### src/rtl/fetch_decode_if.sv
// Bus between the fetch/decode sequencer and its host, instruction ROM, branch LUT and ALU.
// The slave modport is the sequencer's view; the master modport is the environment's.
interface fetch_decode_if #(
    parameter int unsigned PC_W = 10,
    parameter int unsigned IW   = 9
);
    logic            start;
    logic            done;
    logic [PC_W-1:0] inst_addr;
    logic [IW-1:0]   instr;
    logic [2:0]      aluop;
    logic [1:0]      funct;
    logic [3:0]      immed;
    logic [1:0]      raddr_a;
    logic [1:0]      raddr_b;
    logic [1:0]      wr_addr;
    logic            wr_en;
    logic [1:0]      lut_idx;
    logic [PC_W-1:0] lut_tgt;
    logic            jen;
    logic            alu_done;
    logic [15:0]     inst_cnt;

    modport master (
        output start, instr, lut_tgt, jen, alu_done,
        input  done, inst_addr, aluop, funct, immed, raddr_a, raddr_b,
               wr_addr, wr_en, lut_idx, inst_cnt
    );

    modport slave (
        input  start, instr, lut_tgt, jen, alu_done,
        output done, inst_addr, aluop, funct, immed, raddr_a, raddr_b,
               wr_addr, wr_en, lut_idx, inst_cnt
    );
endinterface

### src/rtl/fetch_decode.sv
// Two-cycle fetch/execute sequencer: latches an instruction into IR, then decodes it in EXEC.
// Start arms the block; its falling edge launches the program from address 0.
module fetch_decode #(
    parameter int unsigned PC_W = 10,
    parameter int unsigned IW   = 9   // only 9 is supported
) (
    input logic           clk,
    input logic           rst,
    fetch_decode_if.slave bus_io
);

    typedef enum logic [2:0] {StIdle, StArm, StFetch, StExec, StHalt} state_e;

    localparam logic [IW-1:0] NopInstr = IW'(9'h100);

    state_e          state_q, state_d;
    logic [PC_W-1:0] pc_q, pc_d;
    logic [IW-1:0]   ir_q, ir_d;
    logic [15:0]     cnt_q, cnt_d;
    logic [2:0]      op;
    logic            restart;

    assign op = ir_q[8:6];

    // Start while running or halted aborts back to ARM.
    assign restart = bus_io.start &&
                     ((state_q == StFetch) || (state_q == StExec) || (state_q == StHalt));

    always_ff @(posedge clk or posedge rst) begin
        if (rst) begin
            state_q <= StIdle;
            pc_q    <= '0;
            ir_q    <= NopInstr;
            cnt_q   <= '0;
        end else begin
            state_q <= state_d;
            pc_q    <= pc_d;
            ir_q    <= ir_d;
            cnt_q   <= cnt_d;
        end
    end

    always_comb begin
        state_d = state_q;
        pc_d    = pc_q;
        ir_d    = ir_q;
        cnt_d   = cnt_q;
        case (state_q)
            StIdle: begin
                if (bus_io.start) state_d = StArm;
            end
            StArm: begin
                pc_d  = '0;
                cnt_d = '0;
                if (!bus_io.start) state_d = StFetch;
            end
            StFetch: begin
                ir_d    = bus_io.instr;
                state_d = StExec;
            end
            StExec: begin
                if (cnt_q != 16'hFFFF) cnt_d = cnt_q + 16'd1;
                if ((op == 3'b111) || bus_io.alu_done) begin
                    state_d = StHalt;
                end else begin
                    state_d = StFetch;
                    if (((op == 3'b101) || (op == 3'b110)) && bus_io.jen) begin
                        pc_d = bus_io.lut_tgt;
                    end else begin
                        pc_d = pc_q + PC_W'(1);
                    end
                end
            end
            StHalt: begin
                state_d = StHalt;
            end
            default: begin
                state_d = StIdle;
            end
        endcase
        if (restart) begin
            state_d = StArm;
            pc_d    = '0;
            cnt_d   = '0;
            ir_d    = ir_q;
        end
    end

    always_comb begin
        bus_io.done      = (state_q == StHalt);
        bus_io.inst_addr = pc_q;
        bus_io.inst_cnt  = cnt_q;
        bus_io.raddr_a   = ir_q[3:2];
        bus_io.raddr_b   = ir_q[1:0];
        bus_io.lut_idx   = ir_q[5:4];
        bus_io.wr_addr   = (op == 3'b010) ? ir_q[5:4] : ir_q[3:2];
        bus_io.aluop     = 3'b100;
        bus_io.funct     = 2'b00;
        bus_io.immed     = 4'h0;
        bus_io.wr_en     = 1'b0;
        if (state_q == StExec) begin
            bus_io.aluop = op;
            bus_io.funct = ir_q[5:4];
            bus_io.immed = ir_q[3:0];
            // An aborting Start must not let the pending write through.
            bus_io.wr_en = ~op[2] & ~bus_io.start;
        end
    end

endmodule

### src/flat_wrapper.sv
// flat-port wrapper written by rule: the top's interface ports become plain ports
module fetch_decode_flat 
#(
    parameter int unsigned PC_W = 10,
    parameter int unsigned IW   = 9                         
)
  (clk, rst, bus_io_start, bus_io_instr, bus_io_lut_tgt, bus_io_jen, bus_io_alu_done, bus_io_done, bus_io_inst_addr, bus_io_aluop, bus_io_funct, bus_io_immed, bus_io_raddr_a, bus_io_raddr_b, bus_io_wr_addr, bus_io_wr_en, bus_io_lut_idx, bus_io_inst_cnt);
  fetch_decode_if #(.PC_W(PC_W), .IW(IW)) bus_io_i ();
  input logic clk;
  input logic rst;
  input wire logic [$bits(bus_io_i.start)-1:0] bus_io_start;
  input wire logic [$bits(bus_io_i.instr)-1:0] bus_io_instr;
  input wire logic [$bits(bus_io_i.lut_tgt)-1:0] bus_io_lut_tgt;
  input wire logic [$bits(bus_io_i.jen)-1:0] bus_io_jen;
  input wire logic [$bits(bus_io_i.alu_done)-1:0] bus_io_alu_done;
  output wire logic [$bits(bus_io_i.done)-1:0] bus_io_done;
  output wire logic [$bits(bus_io_i.inst_addr)-1:0] bus_io_inst_addr;
  output wire logic [$bits(bus_io_i.aluop)-1:0] bus_io_aluop;
  output wire logic [$bits(bus_io_i.funct)-1:0] bus_io_funct;
  output wire logic [$bits(bus_io_i.immed)-1:0] bus_io_immed;
  output wire logic [$bits(bus_io_i.raddr_a)-1:0] bus_io_raddr_a;
  output wire logic [$bits(bus_io_i.raddr_b)-1:0] bus_io_raddr_b;
  output wire logic [$bits(bus_io_i.wr_addr)-1:0] bus_io_wr_addr;
  output wire logic [$bits(bus_io_i.wr_en)-1:0] bus_io_wr_en;
  output wire logic [$bits(bus_io_i.lut_idx)-1:0] bus_io_lut_idx;
  output wire logic [$bits(bus_io_i.inst_cnt)-1:0] bus_io_inst_cnt;
  assign bus_io_i.start = bus_io_start;
  assign bus_io_i.instr = bus_io_instr;
  assign bus_io_i.lut_tgt = bus_io_lut_tgt;
  assign bus_io_i.jen = bus_io_jen;
  assign bus_io_i.alu_done = bus_io_alu_done;
  assign bus_io_done = bus_io_i.done;
  assign bus_io_inst_addr = bus_io_i.inst_addr;
  assign bus_io_aluop = bus_io_i.aluop;
  assign bus_io_funct = bus_io_i.funct;
  assign bus_io_immed = bus_io_i.immed;
  assign bus_io_raddr_a = bus_io_i.raddr_a;
  assign bus_io_raddr_b = bus_io_i.raddr_b;
  assign bus_io_wr_addr = bus_io_i.wr_addr;
  assign bus_io_wr_en = bus_io_i.wr_en;
  assign bus_io_lut_idx = bus_io_i.lut_idx;
  assign bus_io_inst_cnt = bus_io_i.inst_cnt;
  fetch_decode #(.PC_W(PC_W), .IW(IW)) u_core (.clk(clk), .rst(rst), .bus_io(bus_io_i));
endmodule
### config.mk
export PLATFORM = sky130hd
export DESIGN_NAME = fetch_decode_flat
export DESIGN_NICKNAME = d
export VERILOG_FILES = /design/src/rtl/fetch_decode_if.sv /design/src/rtl/fetch_decode.sv /design/src/flat_wrapper.sv
export SDC_FILE = /design/constraint.sdc
export NUM_CORES = 1
export LEC_CHECK = 0
export CAP_MARGIN = 20
export CORE_UTILIZATION = 50
export CTS_CLUSTER_DIAMETER = 100
export DETAILED_ROUTE_END_ITERATION = 8
export GPL_ROUTABILITY_DRIVEN = 0
export PLACE_DENSITY = 0.9
export SLEW_MARGIN = 0
export SYNTH_ARGS = -nofsm -noshare
export SYNTH_HDL_FRONTEND = slang
export SYNTH_SLANG_ARGS = --single-unit
### constraint.sdc
create_clock -name clk -period 3.1 [get_ports clk]
set_input_delay 0.465 -clock clk [delete_from_list [all_inputs] [get_ports clk]]
set_output_delay 0.465 -clock clk [all_outputs]
set_load 0.005 [all_outputs]
==> run_results.csv, run 1 <==
group,metric,value,unit
floorplanning,core_area,0.004144,mm^2
clock_tree,clock_sinks,38,
critical_path,path_cells,"and3b_2, nand2b_1, nor2_1, clkdlybuf4s50_1",
route,wire_per_inst,14.36,um
synth,async_reset_ff_share,100.0,%
pwr,power_density,509.1,mW/mm^2
synth,synth_edf_count,0,
timing,rsz0062_at_grt,"no",
synth,syn_area_per_cell,8.964,um^2
placed_design,hpwl,3737,um
clock_tree,cts_hold_buf,0,
critical_path,critPathMaxFanout,12,
synth,synth_nets,275,
hold_path,hold_path_class,"reg -> reg",
timing,fin_crit,2.385,ns
clock_tree,clockBufferDepth,2,
floorplanning,die-width,68.82,um
critical_path,path_buf_inv,1,
critical_path,cp-end-kind,"output pin",
critical_path,crit_start,"u_core.state_q[2]$_DFFE_PP0P_",
synth,synth_seq_cells,38,
critical_path,ff2ff_path_depth,6,
timing,tns,0,ns
synth,yosys_warnings,0,
route,routed_wl,5171,um
critical_path,cp.depth,4,
final_layout,antenna_cells,0,
timing,worst_pin_slew,0.8806,ns
final_layout,drive_gt1_share,9.355,%
floorplanning,num_rows,23,
timing,final-hold-violation-count,0,
critical_path,path_class,"reg -> out",
route,drc,0,
critical_path,crit_arrival,1.92,ns
critical_path,r2r_end,"u_core.bus_io.inst_cnt[13]$_DFFE_PP0P_",
timing,fmax,419.2,MHz
final_layout,nFillCells,337,
clock_tree,cts_made_buffers,5,
route,via_count,2127,
clock_tree,clk_pin_slew,0.07,ns
timing,maxSlewHeadroom,40.75,%
floorplanning,start_util,53.86,%
clock_tree,cts_tree,"yes",
synth,syn_area,0.002232,mm^2
route,drt_iter0_markers,215,
outcome,outcome,"complete, no violations",
grt,groute.usage.overall,24.12,%
route,drtPass1Iterations,4,
route,ant_nets,0,
clock_tree,clock_latency,0.29,ns
placed_design,port_buffers,68,
grt,grt_max_degree,39,
critical_path,cp-start-kind,"flip-flop",
grt,overflow,0,
final_layout,postLayoutCellArea,0.002985,mm^2
critical_path,crit_family,"simple AND/OR/NAND/NOR gates",
synth,synth_cell_type_count,45,
pwr,peakVddDrop,0.3932,mV
final_layout,seq_area,952.2,um^2
flow_run,maxCapViolCount,0,
critical_path,cp-endpoint,"bus_io_wr_en",
critical_path,max_stage_delay,0.52,ns
critical_path,reg2reg_from,"u_core.bus_io.inst_cnt[0]$_DFFE_PP0P_",
synth,synth_top_area_share,41.48,%
timing,finalSetupViolCount,0,
final_layout,area_delta_synth_final,33.74,%
floorplanning,fp.dieH,68.82,um
synth,ys_seq_area_share,42.66,%
synth,synth_flop_cell,"dfrtp_1",
timing,period_share,76.94,%
floorplanning,io_pins,69,
synth,syn_inst,249,
floorplanning,die_area,0.004736,mm^2
final_layout,nets,335,
pwr,p_leak,1.186,nW
grt,antenna_found_initial,0,
clock_tree,cts_root_buf,"clkbuf_8",
grt,grt_first_pass_wirelength,8424,um
critical_path,critical_path_required,2.63,ns
placed_design,postPlaceCellArea,0.002879,mm^2
synth,synth.largest_area_cell,"dfrtp_1",
timing,fin_worst_skew,0.008399,ns
timing,slew_violations,0,
grt,grt_pass1_vias,1846,
clock_tree,htree_levels,2,
route,viasPerCell,5.908,
final_layout,multi_input_area,0.001127,mm^2
synth,ys_top_cells_by_area,"dfrtp_1 41%, o21ai_0 7.0%, mux2_2 5.5%",
critical_path,crit_path_top_delay_cell,"clkdlybuf4s50_1",
clock_tree,cts_resized,0,
critical_path,rrSetupSlack,0.83,ns
clock_tree,postCtsSetupBuffers,0,
==> layer usage <==
metal | vias up | part of all wire, % | track usage [%]
met5 | - | 0 | 0
li1 | 1022 | - | -
met2 | 88 | 49 | 41.05
met4 | 0 | 1.8 | 7.653
met3 | 10 | 7.2 | 6.579
met1 | 1007 | 42 | 29.53
==> state kept, by name (all words and copies together) (netlist names) <==
signal / count
u_core.bus_io.inst_cnt: 16
u_core.bus_io.inst_addr: 10
u_core.ir_q: 9
u_core.state_q: 3
==> metrics by stage <==
stage	util (%)	total power [mW]	hold slack, ns	std cells	worst slack, ns
after floorplan	-	0.9417	0.4955	249	1.181
after global placement	69.47	1.103	0.4942	352	0.6264
after detailed placement	69.47	1.121	0.5121	352	0.5360
after CTS	72.04	1.530	0.5243	360	0.6988
after global routing	72.04	1.604	0.5562	360	0.5869
final	72.04	1.520	0.5187	360	0.7148
==> synthesized netlist by cell type (all sizes together), types with 2 or more instances <==
library cell and number:
a21oi 21, a31oi 5, and2 8, and3 7, buf 11, clkbuf 7
dfrtp 37, ha 2, inv 9, mux2 11, nand2 17, nand3 10
nand4 4, nor2 17, nor3 9, nor3b 4, nor4 5, o211ai 2
o21ai 31, o22ai 5, o31a 2, o31ai 4, or3 2, xor2 3
==> worst min path at each step <==
stage	start	to	slack, ns	cells after the start
floorplan	u_core.bus_io.inst_cnt[10]$_DFFE_PP0P_	u_core.bus_io.inst_cnt[10]$_DFFE_PP0P_	0.50	1
global placement	u_core.bus_io.inst_cnt[10]$_DFFE_PP0P_	u_core.bus_io.inst_cnt[10]$_DFFE_PP0P_	0.49	1
detailed placement	u_core.bus_io.inst_cnt[10]$_DFFE_PP0P_	u_core.bus_io.inst_cnt[10]$_DFFE_PP0P_	0.51	1
CTS	u_core.bus_io.inst_cnt[10]$_DFFE_PP0P_	u_core.bus_io.inst_cnt[10]$_DFFE_PP0P_	0.52	1
global route	u_core.bus_io.inst_cnt[13]$_DFFE_PP0P_	u_core.bus_io.inst_cnt[13]$_DFFE_PP0P_	0.56	1
finish	u_core.bus_io.inst_cnt[13]$_DFFE_PP0P_	u_core.bus_io.inst_cnt[13]$_DFFE_PP0P_	0.52	1
==> where the power goes <==
group          internal (mW)  total, mW  switching [mW]
registers              0.565      0.643          0.0787
logic                  0.279      0.467           0.189
clock network          0.241      0.409           0.168
==> cell families after synthesis <==
| kind of cell | after synthesis | synth area share [%] |
|---|---|---|
| AO/OA/AOI/OAI | 76 | 20.24 |
| XOR/XNOR | 3 | 1.177 |
| flip-flops | 38 | 42.66 |
| multiplexers | 12 | 5.998 |
| buffers and inverters | 27 | 6.838 |
| AND/OR/NAND/NOR | 91 | 21.97 |
| adder cells (fa/ha/maj) | 2 | 1.121 |
==> area by class of cell <==
type                       count  area share [%]
multi-input combinational    184           37.76
sequential                    38           31.89
timing repair buffer          71           23.55
clock buffer                   7           2.557
tap                           50           2.096
inverter                       9           1.132
clock inverter                 1           1.006
==> cells in the final DEF (no fill, tap or decap), types with 5 or more instances in the layout <==
cell type        instances
and3_1                   7
inv_1                    9
clkdlybuf4s50_1         68
a21oi_1                 21
mux2_2                  11
o22ai_1                  5
nand2_1                 17
dfrtp_1                 37
a31oi_1                  5
and2_1                   8
nor3_1                   9
clkbuf_8                 5
nand3_1                 10
nor2_1                  17
o21ai_0                 31
Note: power is estimated with default switching activity, not from simulation.
==> run 2, diff against run 1 <==
Settings changed: CORE_UTILIZATION 50 to 42, PLACE_DENSITY 0.9 to 0.81.
Clock period 3.1 ns to 2.1 ns, I/O delays scaled along.
==> run_results.csv, run 2 (synthesized netlist as in run 1, its figures left out) <==
group,metric,value,unit
grt,antenna_found_initial,0,
final_layout,postLayoutCellArea,0.003247,mm^2
clock_tree,cts_tree,"yes",
final_layout,largest_reg_flops,16,
clock_tree,clock_latency,0.30,ns
timing,fin_crit,2.041,ns
final_layout,area_delta_synth_final,45.46,%
clock_tree,clock_sinks,38,
timing,final-hold-violation-count,0,
critical_path,critical_path_required,1.78,ns
grt,grt_first_pass_wirelength,9094,um
grt,grt_pass1_vias,2008,
route,drt_iter0_markers,87,
pwr,p_leak,1.328,nW
critical_path,cp-start-kind,"flip-flop",
placed_design,postPlaceCellArea,0.003039,mm^2
clock_tree,cts_root_buf,"clkbuf_8",
timing,period_share,97.17,%
placed_design,dp.cells,390,
clock_tree,cts_hold_buf,0,
critical_path,cp-end-kind,"output pin",
floorplanning,io_pins,69,
floorplanning,die-width,74.90,um
final_layout,utilization,63.57,%
placed_design,pre_cts_slack,0.08519,ns
route,wire_per_inst,14.48,um
placed_design,port_buffers,68,
critical_path,crit_path_top_delay_cell,"clkdlybuf4s50_1",
critical_path,crit_family,"buffers and inverters",
critical_path,crit_arrival,1.73,ns
floorplanning,core_area,0.005107,mm^2
timing,rsz0062_at_grt,"no",
pwr,power_density,781.2,mW/mm^2
clock_tree,htree_levels,2,
route,viasPerCell,5.506,
route,via_count,2219,
critical_path,critPathMaxFanout,2,
timing,maxSlewHeadroom,49.82,%
timing,tns,0,ns
clock_tree,cts_made_buffers,5,
pwr,peakVddDrop,0.7430,mV
route,routed_wl,5835,um
route,ant_nets,0,
placed_design,hpwl,3866,um
final_layout,antenna_cells,0,
final_layout,final_cell_mix,"67 x clkdlybuf4s50_1, 34 x dfrtp_1, 31 x o21ai_0",
critical_path,max_stage_delay,0.45,ns
timing,finalSetupViolCount,0,
timing,fin_worst_skew,0.005061,ns
clock_tree,clk_pin_slew,0.08,ns
critical_path,path_class,"reg -> out",
hold_path,hold_path_class,"in -> async",
floorplanning,fp.dieH,74.90,um
floorplanning,die_area,0.005610,mm^2
critical_path,path_cells,"nor3b_4, mux2_2, clkdlybuf4s50_1",
floorplanning,num_rows,26,
flow_run,maxCapViolCount,0,
timing,worst_pin_slew,0.7500,ns
timing,slew_violations,0,
final_layout,drive_gt1_share,18.02,%
final_layout,nFillCells,447,
final_layout,final_common_cell,"clkdlybuf4s50_1",
timing,fmax,490.0,MHz
route,drtPass1Iterations,4,
grt,overflow,0,
grt,groute.usage.overall,21.38,%
clock_tree,clockBufferDepth,2,
outcome,outcome,"complete, no violations",
critical_path,path_buf_inv,1,
floorplanning,start_util,43.70,%
grt,grt_max_degree,39,
timing,setup_ws,0.05935,ns
final_layout,nets,358,
final_layout,finalNonFillerCells,403,
route,drc,0,
-- run 2: changes by cell type in the layout (fill, tap and decap cells not counted), sizes merged --
cell           before  now
buf                 3   25
bufinv              1    2
and3b               1    2
clkbuf              7    6
dlygate4sd2         0    1
clkdlybuf4s50      68   67
-- run 2: per-stage QoR --
step           total power, mW  hold WS (ns)
4_1_cts                  2.505        0.4563
6_report                 2.537        0.4341
5_1_grt                  2.651        0.5060
2_1_floorplan            1.390        0.4667
3_5_place_dp             1.700        0.5096
3_3_place_gp             1.682        0.5108
-- run 2: area by class of cell --
type                            instances  area [um^2]  area share [%]
Inverter                                9        33.78           1.040
Sequential cell                        38        955.9           29.44
Tap cell                               70        87.58           2.697
Multi-Input combinational cell        185         1160           35.72
Clock buffer                            6        82.58           2.543
Timing Repair Buffer                   93        867.1           26.71
Clock inverter                          2        60.06           1.850
-- run 2: worst paths after layout --
kind	slack [ns]	to	cells after the start	start
min	0.43	u_core.bus_io.inst_addr[8]$_DFFE_PP0P_	3	rst
max reg2reg	0.13	u_core.bus_io.inst_cnt[11]$_DFFE_PP0P_	7	u_core.bus_io.inst_cnt[1]$_DFFE_PP0P_
min in group clk	0.52	u_core.bus_io.inst_cnt[10]$_DFFE_PP0P_	1	u_core.bus_io.inst_cnt[10]$_DFFE_PP0P_
max	0.06	bus_io_wr_addr[0]	3	u_core.ir_q[6]$_DFFE_PP0P_
min reg2reg	0.52	u_core.bus_io.inst_cnt[10]$_DFFE_PP0P_	1	u_core.bus_io.inst_cnt[10]$_DFFE_PP0P_
max in group asynchronous	1.30	u_core.state_q[0]$_DFFE_PP0P_	3	rst
-- run 2: power by group --
part	total, mW	leakage, nW	internal (mW)	switching [mW]
clock network	0.782	0.0714	0.507	0.275
logic	0.816	0.755	0.484	0.333
registers	0.938	0.502	0.835	0.103
total	2.54	1.33	1.83	0.711
-- run 2: worst reg2reg max path: cells and delay by family (launching register included) --
kind | cells | cell delay (ns)
buf+inv | 1 | 0.21
flops | 1 | 0.42
fa+ha+maj | 1 | 0.22
compound gates | 3 | 0.45
simple gates | 2 | 0.59
-- run 2: routing by layer --
metal,GRT usage (%),vias to the layer above,wire (um)
met5,0,-,0
met4,6.709,0,119
met3,5.221,12,284
met2,35.74,69,2848
met1,27.39,1069,2583
li1,-,1069,-
-- run 2: repair_timing --
item | 4_1_cts | 5_1_grt
setup buffers | 1 | 3
pin swaps | 0 | 1
endpoints found under the setup margin | 13 | 9
cloned | 1 | 0
resized for setup | 5 | 4
